`src/rtl/halt_watchdog.sv`:
```
// ---------------------------------------------------------------------------
// halt_watchdog
//
// Run-control monitor that decides when a simulation run ends and why.
// It watches NUM_CH commit/retire channels for halt requests, nonzero error
// codes, commit stalls and a global cycle timeout, and latches exactly one
// terminal status. After an error it waits DRAIN_CYCLES cycles before
// raising done, so the surrounding bench can flush outstanding traffic.
//
// Ports:
//   clk          - single clock
//   rst_n        - asynchronous active-low reset
//   start        - one-cycle pulse, IDLE -> RUN
//   commit       - per-channel commit valid            [NUM_CH]
//   halt         - per-channel halt flag               [NUM_CH]
//   errcode      - flat per-channel error codes, channel i at [i*ERR_W +: ERR_W]
//   running      - high while in RUN
//   done         - high in DONE, sticky until reset
//   status       - 0 NONE, 1 HALT, 2 TIMEOUT, 3 STALL, 4 ERROR
//   err_code     - latched error code of the reporting channel
//   err_ch       - index of the channel that raised the error
//   commit_count - total commits observed in RUN (saturating)
//   cycle_count  - cycles spent in RUN (saturating)
// ---------------------------------------------------------------------------
module halt_watchdog #(
    parameter int NUM_CH         = 2,
    parameter int ERR_W          = 16,
    parameter int CNT_W          = 32,
    parameter int ORD_W          = 64,
    parameter int TIMEOUT_CYCLES = 1000000000,
    parameter int STALL_CYCLES   = 10000,
    parameter int DRAIN_CYCLES   = 5,
    localparam int CH_W          = (NUM_CH > 1) ? $clog2(NUM_CH) : 1
) (
    input  logic                    clk,
    input  logic                    rst_n,
    input  logic                    start,
    input  logic [NUM_CH-1:0]       commit,
    input  logic [NUM_CH-1:0]       halt,
    input  logic [NUM_CH*ERR_W-1:0] errcode,
    output logic                    running,
    output logic                    done,
    output logic [2:0]              status,
    output logic [ERR_W-1:0]        err_code,
    output logic [CH_W-1:0]         err_ch,
    output logic [ORD_W-1:0]        commit_count,
    output logic [CNT_W-1:0]        cycle_count
);

    localparam logic [2:0] ST_NONE    = 3'd0;
    localparam logic [2:0] ST_HALT    = 3'd1;
    localparam logic [2:0] ST_TIMEOUT = 3'd2;
    localparam logic [2:0] ST_STALL   = 3'd3;
    localparam logic [2:0] ST_ERROR   = 3'd4;

    // Terminal compare values. A zero parameter wraps to all-ones here, but
    // the matching enable term below keeps that event disabled.
    localparam logic [CNT_W-1:0] TIMEOUT_LAST = CNT_W'(TIMEOUT_CYCLES - 1);
    localparam logic [CNT_W-1:0] STALL_LAST   = CNT_W'(STALL_CYCLES - 1);
    localparam logic [CNT_W-1:0] DRAIN_LAST   = CNT_W'(DRAIN_CYCLES - 1);

    typedef enum logic [1:0] {
        IDLE  = 2'd0,
        RUN   = 2'd1,
        DRAIN = 2'd2,
        DONE  = 2'd3
    } state_t;

    state_t             state;
    logic [CNT_W-1:0]   stall_cnt;
    logic [CNT_W-1:0]   drain_cnt;

    logic               any_commit;
    logic               any_halt;
    logic               err_hit;
    logic [ERR_W-1:0]   err_sel_code;
    logic [CH_W-1:0]    err_sel_ch;
    logic               stall_hit;
    logic               timeout_hit;

    // Saturating increment: counters stick at all-ones instead of wrapping.
    function automatic logic [CNT_W-1:0] sat_inc(input logic [CNT_W-1:0] v);
        return (&v) ? v : v + CNT_W'(1);
    endfunction

    // Saturating add for the committed-instruction counter.
    function automatic logic [ORD_W-1:0] sat_add_ord(input logic [ORD_W-1:0] a,
                                                     input logic [ORD_W-1:0] b);
        logic [ORD_W:0] sum;
        sum = {1'b0, a} + {1'b0, b};
        return sum[ORD_W] ? {ORD_W{1'b1}} : sum[ORD_W-1:0];
    endfunction

    function automatic logic [ORD_W-1:0] popcount(input logic [NUM_CH-1:0] v);
        logic [ORD_W-1:0] cnt;
        cnt = '0;
        for (int i = 0; i < NUM_CH; i++) begin
            cnt = cnt + ORD_W'(v[i]);
        end
        return cnt;
    endfunction

    assign any_commit = |commit;
    assign any_halt   = |halt;

    // Scan from the highest channel down so the lowest erroring index is
    // the last one written and therefore wins.
    always_comb begin
        err_hit      = 1'b0;
        err_sel_code = '0;
        err_sel_ch   = '0;
        for (int i = NUM_CH - 1; i >= 0; i--) begin
            if (errcode[i*ERR_W +: ERR_W] != '0) begin
                err_hit      = 1'b1;
                err_sel_code = errcode[i*ERR_W +: ERR_W];
                err_sel_ch   = CH_W'(i);
            end
        end
    end

    // stall_cnt holds the number of commit-free cycles already seen, so a
    // match on STALL_LAST with no commit now is the STALL_CYCLES-th one.
    assign stall_hit   = (STALL_CYCLES != 0) && !any_commit && (stall_cnt == STALL_LAST);
    assign timeout_hit = (TIMEOUT_CYCLES != 0) && (cycle_count == TIMEOUT_LAST);

    always_ff @(posedge clk or negedge rst_n) begin
        if (!rst_n) begin
            state        <= IDLE;
            running      <= 1'b0;
            done         <= 1'b0;
            status       <= ST_NONE;
            err_code     <= '0;
            err_ch       <= '0;
            commit_count <= '0;
            cycle_count  <= '0;
            stall_cnt    <= '0;
            drain_cnt    <= '0;
        end else begin
            case (state)
                IDLE: begin
                    if (start) begin
                        state   <= RUN;
                        running <= 1'b1;
                    end
                end

                RUN: begin
                    // Counters advance on the terminating edge too, so the
                    // commits of a halting cycle are still accounted for.
                    cycle_count  <= sat_inc(cycle_count);
                    commit_count <= sat_add_ord(commit_count, popcount(commit));
                    stall_cnt    <= any_commit ? '0 : sat_inc(stall_cnt);

                    if (err_hit) begin
                        status    <= ST_ERROR;
                        err_code  <= err_sel_code;
                        err_ch    <= err_sel_ch;
                        running   <= 1'b0;
                        drain_cnt <= '0;
                        if (DRAIN_CYCLES == 0) begin
                            state <= DONE;
                            done  <= 1'b1;
                        end else begin
                            state <= DRAIN;
                        end
                    end else if (any_halt) begin
                        status  <= ST_HALT;
                        running <= 1'b0;
                        done    <= 1'b1;
                        state   <= DONE;
                    end else if (stall_hit) begin
                        status  <= ST_STALL;
                        running <= 1'b0;
                        done    <= 1'b1;
                        state   <= DONE;
                    end else if (timeout_hit) begin
                        status  <= ST_TIMEOUT;
                        running <= 1'b0;
                        done    <= 1'b1;
                        state   <= DONE;
                    end
                end

                DRAIN: begin
                    // Inputs are ignored here; the first error stays latched.
                    if (drain_cnt == DRAIN_LAST) begin
                        state <= DONE;
                        done  <= 1'b1;
                    end else begin
                        drain_cnt <= drain_cnt + CNT_W'(1);
                    end
                end

                DONE: begin
                    // Terminal until reset; all outputs hold.
                end

                default: begin
                    state <= IDLE;
                end
            endcase
        end
    end

endmodule

```
`config.mk`:
```
export PLATFORM = sky130hd
export DESIGN_NAME = halt_watchdog
export DESIGN_NICKNAME = d
export VERILOG_FILES = /design/src/rtl/halt_watchdog.sv
export SDC_FILE = /design/constraint.sdc
export NUM_CORES = 1
export LEC_CHECK = 0
export CAP_MARGIN = 10
export CORE_UTILIZATION = 35
export DETAILED_ROUTE_END_ITERATION = 6
export PLACE_DENSITY_LB_ADDON = 0.15
export SYNTH_ARGS = -nofsm -noshare
export SYNTH_HDL_FRONTEND = slang
export SYNTH_SLANG_ARGS = --single-unit
```
`constraint.sdc`:
```
create_clock -name clk -period 2.65 [get_ports clk]
set_input_delay 0.265 -clock clk [delete_from_list [all_inputs] [get_ports clk]]
set_output_delay 0.265 -clock clk [all_outputs]
set_load 0.05 [all_outputs]
```
# Word level (Yosys, flattened, before mapping)
# Index checks and enable logic that the tools add are counted.
# totals
ff_bits	184
in_bits	39
output_inout_bits	118
word_cells	84
# classes
addsub	5
n_eq_ne	13
muxes	34
bitwise	1
n_reduce_logical	21
# ops
op	n
32-bit 2-to-1 mux	4
32-bit by 1-bit adder with 32-bit output, second input constant	3
64-bit by 2-bit adder with 65-bit output	1
64-bit 2-to-1 mux	1
32-bit case mux with 2 select lines	1
32-bit AND reduction	2
32-bit by 14-bit == test with 1-bit output, second input constant	1
32-bit by 3-bit == test with 1-bit output, second input constant	1
32-bit by 30-bit == test with 1-bit output, second input constant	1
16-bit 2-to-1 mux	2
16-bit nonzero test	2
1-bit 2-to-1 mux	13
2-bit 2-to-1 mux	6
3-bit 2-to-1 mux	4
2-bit != test, second input constant	6
2-bit AND reduction	4
4-bit AND reduction	2
2-bit case mux with 3 select lines	1
3-bit AND reduction	2
5-bit != test, second input constant	1
4-bit != test, second input constant	1
1-bit case mux with 2 select lines	2
2-bit nonzero test	2
4-bit nonzero test	1
other kinds (9)	10

# Logic depth before layout (Yosys ltp)
# Gate-level depths: netlist of run 1.
# logic_depth
depth_word	7
ltp_mapped	11
ltp_nobuf	10

# Least setup slack after synthesis of run 1
# No wires, ideal clock.
# synth_timing
path_type	flip-flop to flip-flop
from	reg commit_count[0]
to	reg commit_count[36]
setup_ns	0.125
arrival_ns	3.075
setup_slack_ns	-0.550
path_stages_with_launch	11
period_less_slack_ns	3.200
path_cell_list	dfrtp_1 > inv_1 > fa_1 > inv_1 > ha_1 > nand3_1 > or4_4 > buf_6 > or4_1 > nor2_1 > mux2_2
# synth_via
elab_chain_cells	2
# synth_lines
element	line	text
from (decl)	46	output logic [ORD_W-1:0] commit_count,
from (signal assigned)	151	commit_count <= sat_add_ord(commit_count, popcount(commit));
64-bit by 2-bit adder with 65-bit output	90	sum = {1'b0, a} + {1'b0, b};
64-bit 2-to-1 mux	91	return sum[ORD_W] ? {ORD_W{1'b1}} : sum[ORD_W-1:0];
# No other way between the ends.
# A chain may end at the register's enable or synchronous reset.

# Final worst setup path of run 1
# Ends and elaborated chain as after synthesis.

==> qor.yml, run 1 <==
fmax_ghz: 0.379
fp.coreArea_um2: 27000
fin_total_pwr_mw: 7.81
async_flop_share: 1.00
ys_ff_latch: 184
first_pass_iters: 5
drv_slew: 0
ant_nets: 0
outcome: "complete, no violations"
synth_nets: 1084
h-tree-depth: 4
p_comb_frac: 0.266
finalHoldViolCount: 0
maxSlewHeadroom: 0.446
setup_viol: 0
synthCells: 1035
period_share: 0.994
leakage_nw: 5.73
crit_start: "commit_count[0]"
yosysMostFrequentCell: "dfrtp_1"
ys_warn_count: 0
reg2reg_from: "commit_count[0]"
wire_per_inst_um: 17.5
synth_top_area_cell: "dfrtp_1"
fin_cells: 1611
internal_power_mw: 5.02
synthTopCellsByCount: "dfrtp_1, nand2_1, nor2_1, nand3_1, nand4_1"
tightest_slew_ns: 0.829
dp.cells: 1576
drt-vias-per-instance: 5.34
die_y_um: 168
hold_ws_ns: 0.403
cp.arrival_ns: 2.96
cellPowerDensity_nw_per_um2: 604
fp-row-count: 60
die_area_um2: 28300
drt-total-wl_um: 28100
drive_above_1_share: 0.129
cp_slowest_stage_delay_ns: 0.53
critical_path.endpoint_type: "register"
final_util: 0.478
hold_class: "primary input to asynchronous set/reset pin"
overflow: 0
ys_seq_area_frac: 0.476
seq_power_share: 0.405
skew_ns: 0.0161
gp_congestion: 0.827
reg2reg_depth: 9
clkTransAtPathRegs_ns: 0.07
netlist_area_um2: 9670
synth-edff-count: 0
pre_cts_slack_ns: -0.515
place_hpwl_um: 20700
placed_cell_area_um2: 12300
grt_pass1_wl_um: 45600
rsz0062_at_grt: "true"
first_global_vias: 8305
finalSetupTns_ns: 0
r2r-end: "commit_count[36]"
period_needed_ns: 2.64
critPathKind: "register to register"
cts.sinks: 184
grt_max_degree: 72
vias: 8610
portBuffers: 156
drt_drc_violations_left: 0
finish.net_count: 1306
cap_violations: 0
cts_tree: "yes"
worst_slack_ns: 0.0146
ff2ff_setup_slack_ns: 0.01
switching_share: 0.358
dieWidth_um: 168
track_usage: 0.204
crit_path_top_delay_cell: "or4_4"
crit_buf_inv: 2
final_cell_area_um2: 12900
start_util: 0.358
cts_made_buffers: 17
synthTopCellsByArea: "dfrtp_1, nand2_1, xor2_1"
ys.flop_type: "dfrtp_1"
cts-root-buf: "clkbuf_16"
io_pins: 157
startpoint_type: "register"
critPathMaxFanout: 6
antenna_found_initial: 0
clkPwrFrac: 0.329
num_antenna_cells: 0
ys_types: 61
cts_buffer_depth: 2
power_switching_mw: 2.79
synth_top_area_frac: 0.476
synth.avg_cell_area_um2: 9.34
crit_family: "simple AND/OR/NAND/NOR gates"
ir_drop_uv: 388
critical_path.cell_chain: "inv_2 > fa_2 > inv_2 > ha_4 > nand3_2 > or4_4 > or4_4 > nor2_4 > mux2_4"
clk_latency_ns: 0.45
drt_iter0_markers: 557
required_ns: 2.97
syn2layout_area_growth_pct: 33.7
-- state kept, by name (all words and copies together), names as in the netlist --
| signal | flops |
|---|---|
| commit_count | 64 |
| cycle_count | 32 |
| done | 1 |
| drain_cnt | 32 |
| err_ch | 1 |
| err_code | 16 |
| running | 1 |
| stall_cnt | 32 |
| state | 2 |
| status | 3 |
-- placed cells by master (no fill, tap or decap), types with 7 or more instances in the layout --
cell type	Yosys	final
nor2_1	72	69
and3_1	30	30
nand2_1	148	148
or3_1	11	11
a21oi_1	35	35
dfrtp_1	184	183
buf_12	0	7
buf_4	0	80
clkdlybuf4s50_1	0	154
o21ai_0	47	47
o31ai_1	11	11
and2_1	14	14
inv_1	28	25
nor3_1	19	19
nand3_1	65	62
nand4_1	65	65
ha_1	9	8
nor4_1	34	30
xnor2_1	48	48
xor2_1	58	58
or4_1	11	9
nand2b_1	9	9
and4_1	15	15
clkbuf_16	0	17
-- cells by family (layout without fill, tap and decap cells) --
kind of cell               count (synthesis)  after routing  synth area share
xor gates and xnor gates                 106            106            0.0960
DFF                                      184            184             0.476
buffers and inverters                     71            306            0.0294
adders and majority gates                 10             10            0.0137
muxes                                      7              7           0.00802
AOI/OAI and AO/OA                        131            131            0.0849
and+or+nand+nor                          526            526             0.292
-- final cells by class --
class                           count  area [µm²]
Clock buffer                       18         429
Clock inverter                     14         149
Fill cell                        2622       14100
Inverter                           28         105
Multi-Input combinational cell    780        4870
Sequential cell                   184        4610
Tap cell                          341         427
Timing Repair Buffer              246        2340
-- worst max-delay path by stage --
stage	to	slack, ns	depth (start not counted)
2_1_floorplan	commit_count[36]	-0.18	10
3_3_place_gp	commit_count[36]	-0.47	10
3_5_place_dp	commit_count[36]	-0.51	10
4_1_cts	commit_count[36]	0.005	9
5_1_grt	commit_count[36]	-0.03	9
6_report	commit_count[36]	0.01	9
-- power groups by stage --
stage          Clock, mW  Combinational [mW]  Sequential, mW
4_1_cts             2.64                2.10            3.17
6_report            2.57                2.08            3.16
5_1_grt             2.74                2.22            3.19
3_5_place_dp           0                2.08            3.22
3_3_place_gp           0                2.07            3.21
2_1_floorplan          0               0.561            3.75
-- routing by layer --
metal  vias up  wire (µm)  GRT usage
li1       4168          -          -
met1      4213      13700      0.290
met2       202      12500      0.311
met3        27       1380     0.0421
met4         0        488     0.0573
met5         -          0          0
-- timing repair --
action,4_1_cts,5_1_grt
gates resized for setup,5,8
setup endpoints to repair,2,24
endpoints found under the hold margin,66,0
hold buffers,1,0
buffers inserted,1,1
No activity file was read; power rests on OpenSTA's default activity.
==> inputs of run 2 (changes only) <==
- clock period: 2.65 -> 3.31 ns (I/O delays scaled with it)
==> qor.yml, run 2 (synthesis gave the netlist of run 1 again) <==
outcome: "complete, no violations"
cts-root-buf: "clkbuf_16"
reg2reg_from: "commit_count[0]"
die_y_um: 168  # unchanged
setup_viol: 0  # unchanged
ff2ff_setup_slack_ns: 0.34  # +0.33 ns
clk_latency_ns: 0.44  # about the same
fin_total_pwr_mw: 6.19  # -21%
largest_reg_flops: 64  # unchanged
wire_per_inst_um: 17.2  # -1.4%
dieWidth_um: 168  # unchanged
rsz0062_at_grt: "false"
cts.hold.buffers_added: 1  # unchanged
overflow: 0  # unchanged
cts_buffer_depth: 2  # unchanged
finish.net_count: 1260  # -3.5%
use_met1: 0.279  # -0.0118
final_cell_mix: "dfrtp_1, clkdlybuf4s50_1, nand2_1, nor2_1"
cap_violations: 0  # unchanged
grt_pass1_wl_um: 43700  # -4.2%
maxSlewHeadroom: 0.457  # +0.0107
ant_nets: 0  # unchanged
drive_above_1_share: 0.0825  # -0.0466
period_share: 0.913
fp.coreArea_um2: 27000  # unchanged
crit_start: "commit[0]"
finalHoldViolCount: 0  # unchanged
h-tree-depth: 4  # unchanged
vias: 8502  # -1.3%
cts_made_buffers: 17  # unchanged
die_area_um2: 28300  # unchanged
grt_most_used_layer: "met2"
leakage_nw: 5.44  # -5.0%
first_pass_iters: 5  # unchanged
skew_ns: 0.0167  # +0.000622 ns
first_global_vias: 7898  # -4.9%
placed_cell_area_um2: 11800  # -3.7%
fmax_ghz: 0.331
largest_register: "commit_count"
cp.arrival_ns: 3.34  # +0.38 ns
drt_drc_violations_left: 0  # unchanged
drv_slew: 0  # unchanged
critPathKind: "primary input to register"
grt_max_degree: 72  # unchanged
drt_iter0_markers: 538  # -3.4%
required_ns: 3.63  # +0.66 ns
num_antenna_cells: 0  # unchanged
clkTransAtPathRegs_ns: 0.08  # about the same
critical_path.endpoint_type: "register"
final_cell_area_um2: 12500  # -3.6%
cellPowerDensity_nw_per_um2: 496  # -18%
place_hpwl_um: 19800  # -4.5%
tightest_slew_ns: 0.813  # -0.0160 ns
hold_class: "primary input to asynchronous set/reset pin"
startpoint_type: "primary input"
mostFrequentLayoutCell: "dfrtp_1"
track_usage: 0.195  # -0.00853
start_util: 0.358  # unchanged
critPathMaxFanout: 6  # unchanged
ir_drop_uv: 318  # -18%
antenna_found_initial: 0  # unchanged
io_pins: 157  # unchanged
syn2layout_area_growth_pct: 28.9
reg2reg_depth: 9  # unchanged
drt-total-wl_um: 26900  # -4.2%
fp-row-count: 60  # unchanged
portBuffers: 156  # unchanged
period_needed_ns: 3.02
grt_use_met3: 0.0386  # -0.00353
grt_use_met2: 0.302  # -0.00884
cts_tree: "yes"
cts.sinks: 184  # unchanged
drt-vias-per-instance: 5.43  # +1.6%
cts_resized: 0  # -5
gp_congestion: 0.834  # +0.82%
cts_setup_buffers: 0  # -1
==> run 2: path summary, 6_finish.rpt <==
| kind | endpoint |
|---|---|
| min | drain_cnt[29] |
| min in group clk | err_code[8] |
| max | commit_count[36] |
| max in group asynchronous | commit_count[13] |
| min reg2reg | err_code[8] |
| max reg2reg | commit_count[36] |
==> run 2: cell type report <==
type | count | area, µm²
clock inverters | 15 | 198
inverters | 28 | 105
repair buffers | 200 | 1920
flip-flops and latches | 184 | 4600
well taps | 341 | 427
fillers | 2574 | 14600
multi-input cells | 780 | 4780
clock buffers | 17 | 425
==> run 2: worst max-delay path: stages <==
cell	delay (ns)
clkdlybuf4s50_1	0.50
inv_1	0.08
fa_1	0.50
inv_1	0.08
ha_1	0.15
nand3_1	0.08
or4_4	0.59
or4_1	0.56
nor2_1	0.11
mux2_2	0.34
==> run 2: where the power goes <==
| group | internal (mW) | switching, mW | leakage, nW |
|---|---|---|---|
| clock | 1.10 | 1.04 | 0.303 |
| sequential | 2.40 | 0.107 | 2.49 |
| combinational | 0.505 | 1.04 | 2.66 |
| total | 4.01 | 2.18 | 5.44 |
==> run 2: per-stage QoR <==
stage                     hold WS, ns   util  worst slack [ns]  TNS, ns  instances
after CTS                       0.414  0.461             0.306        0       1564
after global routing            0.424  0.461             0.185        0       1565
after floorplan                0.0354      -             0.110        0       1035
final                           0.397  0.461             0.286        0       1565
after global placement          0.320  0.437            -0.119   -0.132       1531
after detailed placement        0.327  0.437            -0.145   -0.296       1531
==> run 2: layer usage <==
| metal | vias to the layer above | share of wire |
|---|---|---|
| met5 | - | 0 |
| met1 | 4180 | 0.49 |
| li1 | 4081 | - |
| met2 | 216 | 0.45 |
| met4 | 0 | 0.011 |
| met3 | 25 | 0.051 |
==> inputs of run 3 (changes only) <==
- CORE_MARGIN: default -> 10
==> qor.yml, run 3 (synthesis gave the netlist of run 1 again) <==
cellPowerDensity_nw_per_um2: 498  # +0.26%
p_comb_frac: 0.251  # +0.002
cap_violations: 0  # unchanged
place_hpwl_um: 21200  # +7.0%
finalSetupTns_ns: 0  # unchanged
seq_power_share: 0.403  # -0.003
hold_depth: 2
startpoint_type: "primary input"
hold_ws_ns: 0.485  # +0.0880 ns
leakage_nw: 5.46  # +0.23%
cts_buffer_depth: 2  # unchanged
finish.net_count: 1261  # +0.079%
cts_tree: "yes"
drt-total-wl_um: 28900  # +7.3%
period_share: 0.883  # -0.0305
ff2ff_setup_slack_ns: 0.47  # +0.13 ns
mostFrequentLayoutCell: "dfrtp_1"
antenna_found_initial: 0  # unchanged
fp-row-count: 60  # unchanged
die_y_um: 186  # +11%
placed_cell_area_um2: 11900  # +0.67%
wire_per_inst_um: 18.1  # +5.2%
drv_slew: 0  # unchanged
drive_above_1_share: 0.0825  # unchanged
ir_drop_uv: 423  # +33%
vias: 8445  # -0.67%
critPathKind: "primary input to register"
cts_made_buffers: 17  # unchanged
start_util: 0.357  # -0.000991
drt-vias-per-instance: 5.29  # -2.6%
tightest_slew_ns: 0.769  # -0.0440 ns
first_pass_iters: 7  # +2
skew_ns: 0.0124  # -0.00426 ns
cts_setup_buffers: 0  # unchanged
finalHoldViolCount: 0  # unchanged
worstHoldStart: "err_code[5]"
num_antenna_cells: 0  # unchanged
first_global_vias: 8255  # +4.5%
internal_power_mw: 4.07  # +1.5%
final_util: 0.462  # +0.000708
cp.arrival_ns: 3.24  # -0.10 ns
critPathMaxFanout: 6  # unchanged
hold_end: "err_code[5]"
io_pins: 157  # unchanged
drt_iter0_markers: 582  # +8.2%
largest_register: "commit_count"
outcome: "complete, no violations"
fillers: 2622  # +1.9%
clk_latency_ns: 0.44  # about the same
ant_nets: 0  # unchanged
dieWidth_um: 186  # +11%
switching_share: 0.347  # -0.00525
cts.sinks: 184  # unchanged
power_switching_mw: 2.16  # -0.80%
track_usage: 0.168  # -0.0268
final_cell_mix: "dfrtp_1, clkdlybuf4s50_1, nand2_1, nor2_1"
setup_viol: 0  # unchanged
critical_path.endpoint_type: "register"
overflow: 0  # unchanged
syn2layout_area_growth_pct: 29.5
reg2reg_from: "commit_count[0]"
reg2reg_depth: 9  # unchanged
grt_pass1_wl_um: 46300  # +6.0%
period_needed_ns: 2.92  # -0.101 ns
hold_class: "register to register"
die_area_um2: 34700  # +23%
fp.coreArea_um2: 27100  # +0.28%
final_cell_area_um2: 12500  # +0.43%
maxSlewHeadroom: 0.487  # +0.0304
cts-root-buf: "clkbuf_16"
grt_max_degree: 87  # +21%
rsz0062_at_grt: "false"
drt_drc_violations_left: 0  # unchanged
r2r-end: "commit_count[36]"
h-tree-depth: 4  # unchanged
largest_reg_flops: 64  # unchanged
gp_congestion: 0.825  # -1.2%
fin_total_pwr_mw: 6.23  # +0.70%
clkTransAtPathRegs_ns: 0.08  # about the same
fmax_ghz: 0.342  # +3.5%
required_ns: 3.63  # about the same
portBuffers: 156  # unchanged
clkPwrFrac: 0.345  # about the same
-- run 3: changes by cell type in the layout (fill, tap and decap cells not counted), sizes merged --
cell	change
inv	+1
bufinv	+1
clkinv	-3
buf	+1
-- run 3: power by group through the flow --
stage | Clock [mW] | Combinational (mW) | Sequential [mW]
after detailed placement | 0 | 1.58 | 2.55
after CTS | 2.20 | 1.58 | 2.51
after global routing | 2.29 | 1.68 | 2.54
after global placement | 0 | 1.57 | 2.55
after floorplan | 0 | 0.447 | 3.00
final | 2.15 | 1.57 | 2.51
-- run 3: worst max-delay path, cell delays in order --
cell	delay (ns)
clkdlybuf4s50_1	0.48
inv_1	0.07
fa_1	0.45
inv_1	0.07
ha_1	0.15
nand3_1	0.08
or4_4	0.59
or4_1	0.56
nor2_1	0.11
mux2_2	0.34
-- run 3: layout make-up --
cell class              count  area, µm²  share of cell area
multi-input cells         780       4780               0.382
flip-flops and latches    184       4600               0.368
repair buffers            201       1960               0.156
well taps                 372        465              0.0372
clock buffers              17        425              0.0340
clock inverters            14        180              0.0144
inverters                  28        105             0.00840
-- run 3: metrics by stage --
step                      std cells  setup slack (ns)
final                          1596             0.387
after global routing           1596             0.285
after CTS                      1596             0.382
after detailed placement       1564           -0.0794
after global placement         1564           -0.0682
after floorplan                1035             0.110
-- run 3: metal layers --
metal	global-route usage	wire, µm	share of wire
met5	0	0	0
met4	0.0448	495	0.017
met3	0.0425	1820	0.063
met2	0.259	13000	0.45
met1	0.230	13500	0.47
-- run 3: worst max-delay path by stage --
stage / startpoint / to / depth (start not counted)
3_5_place_dp: commit[0] / commit_count[36] / 10
2_1_floorplan: commit_count[0] / commit_count[36] / 10
3_3_place_gp: commit[0] / commit_count[36] / 10
5_1_grt: commit[0] / commit_count[36] / 10
4_1_cts: commit[0] / commit_count[36] / 10
6_report: commit[0] / commit_count[36] / 10
-- run 3: what timing repair did --
item                                   CTS  global route
gates resized for setup                  0             0
hold buffers                             1             0
endpoints found under the hold margin    6             0
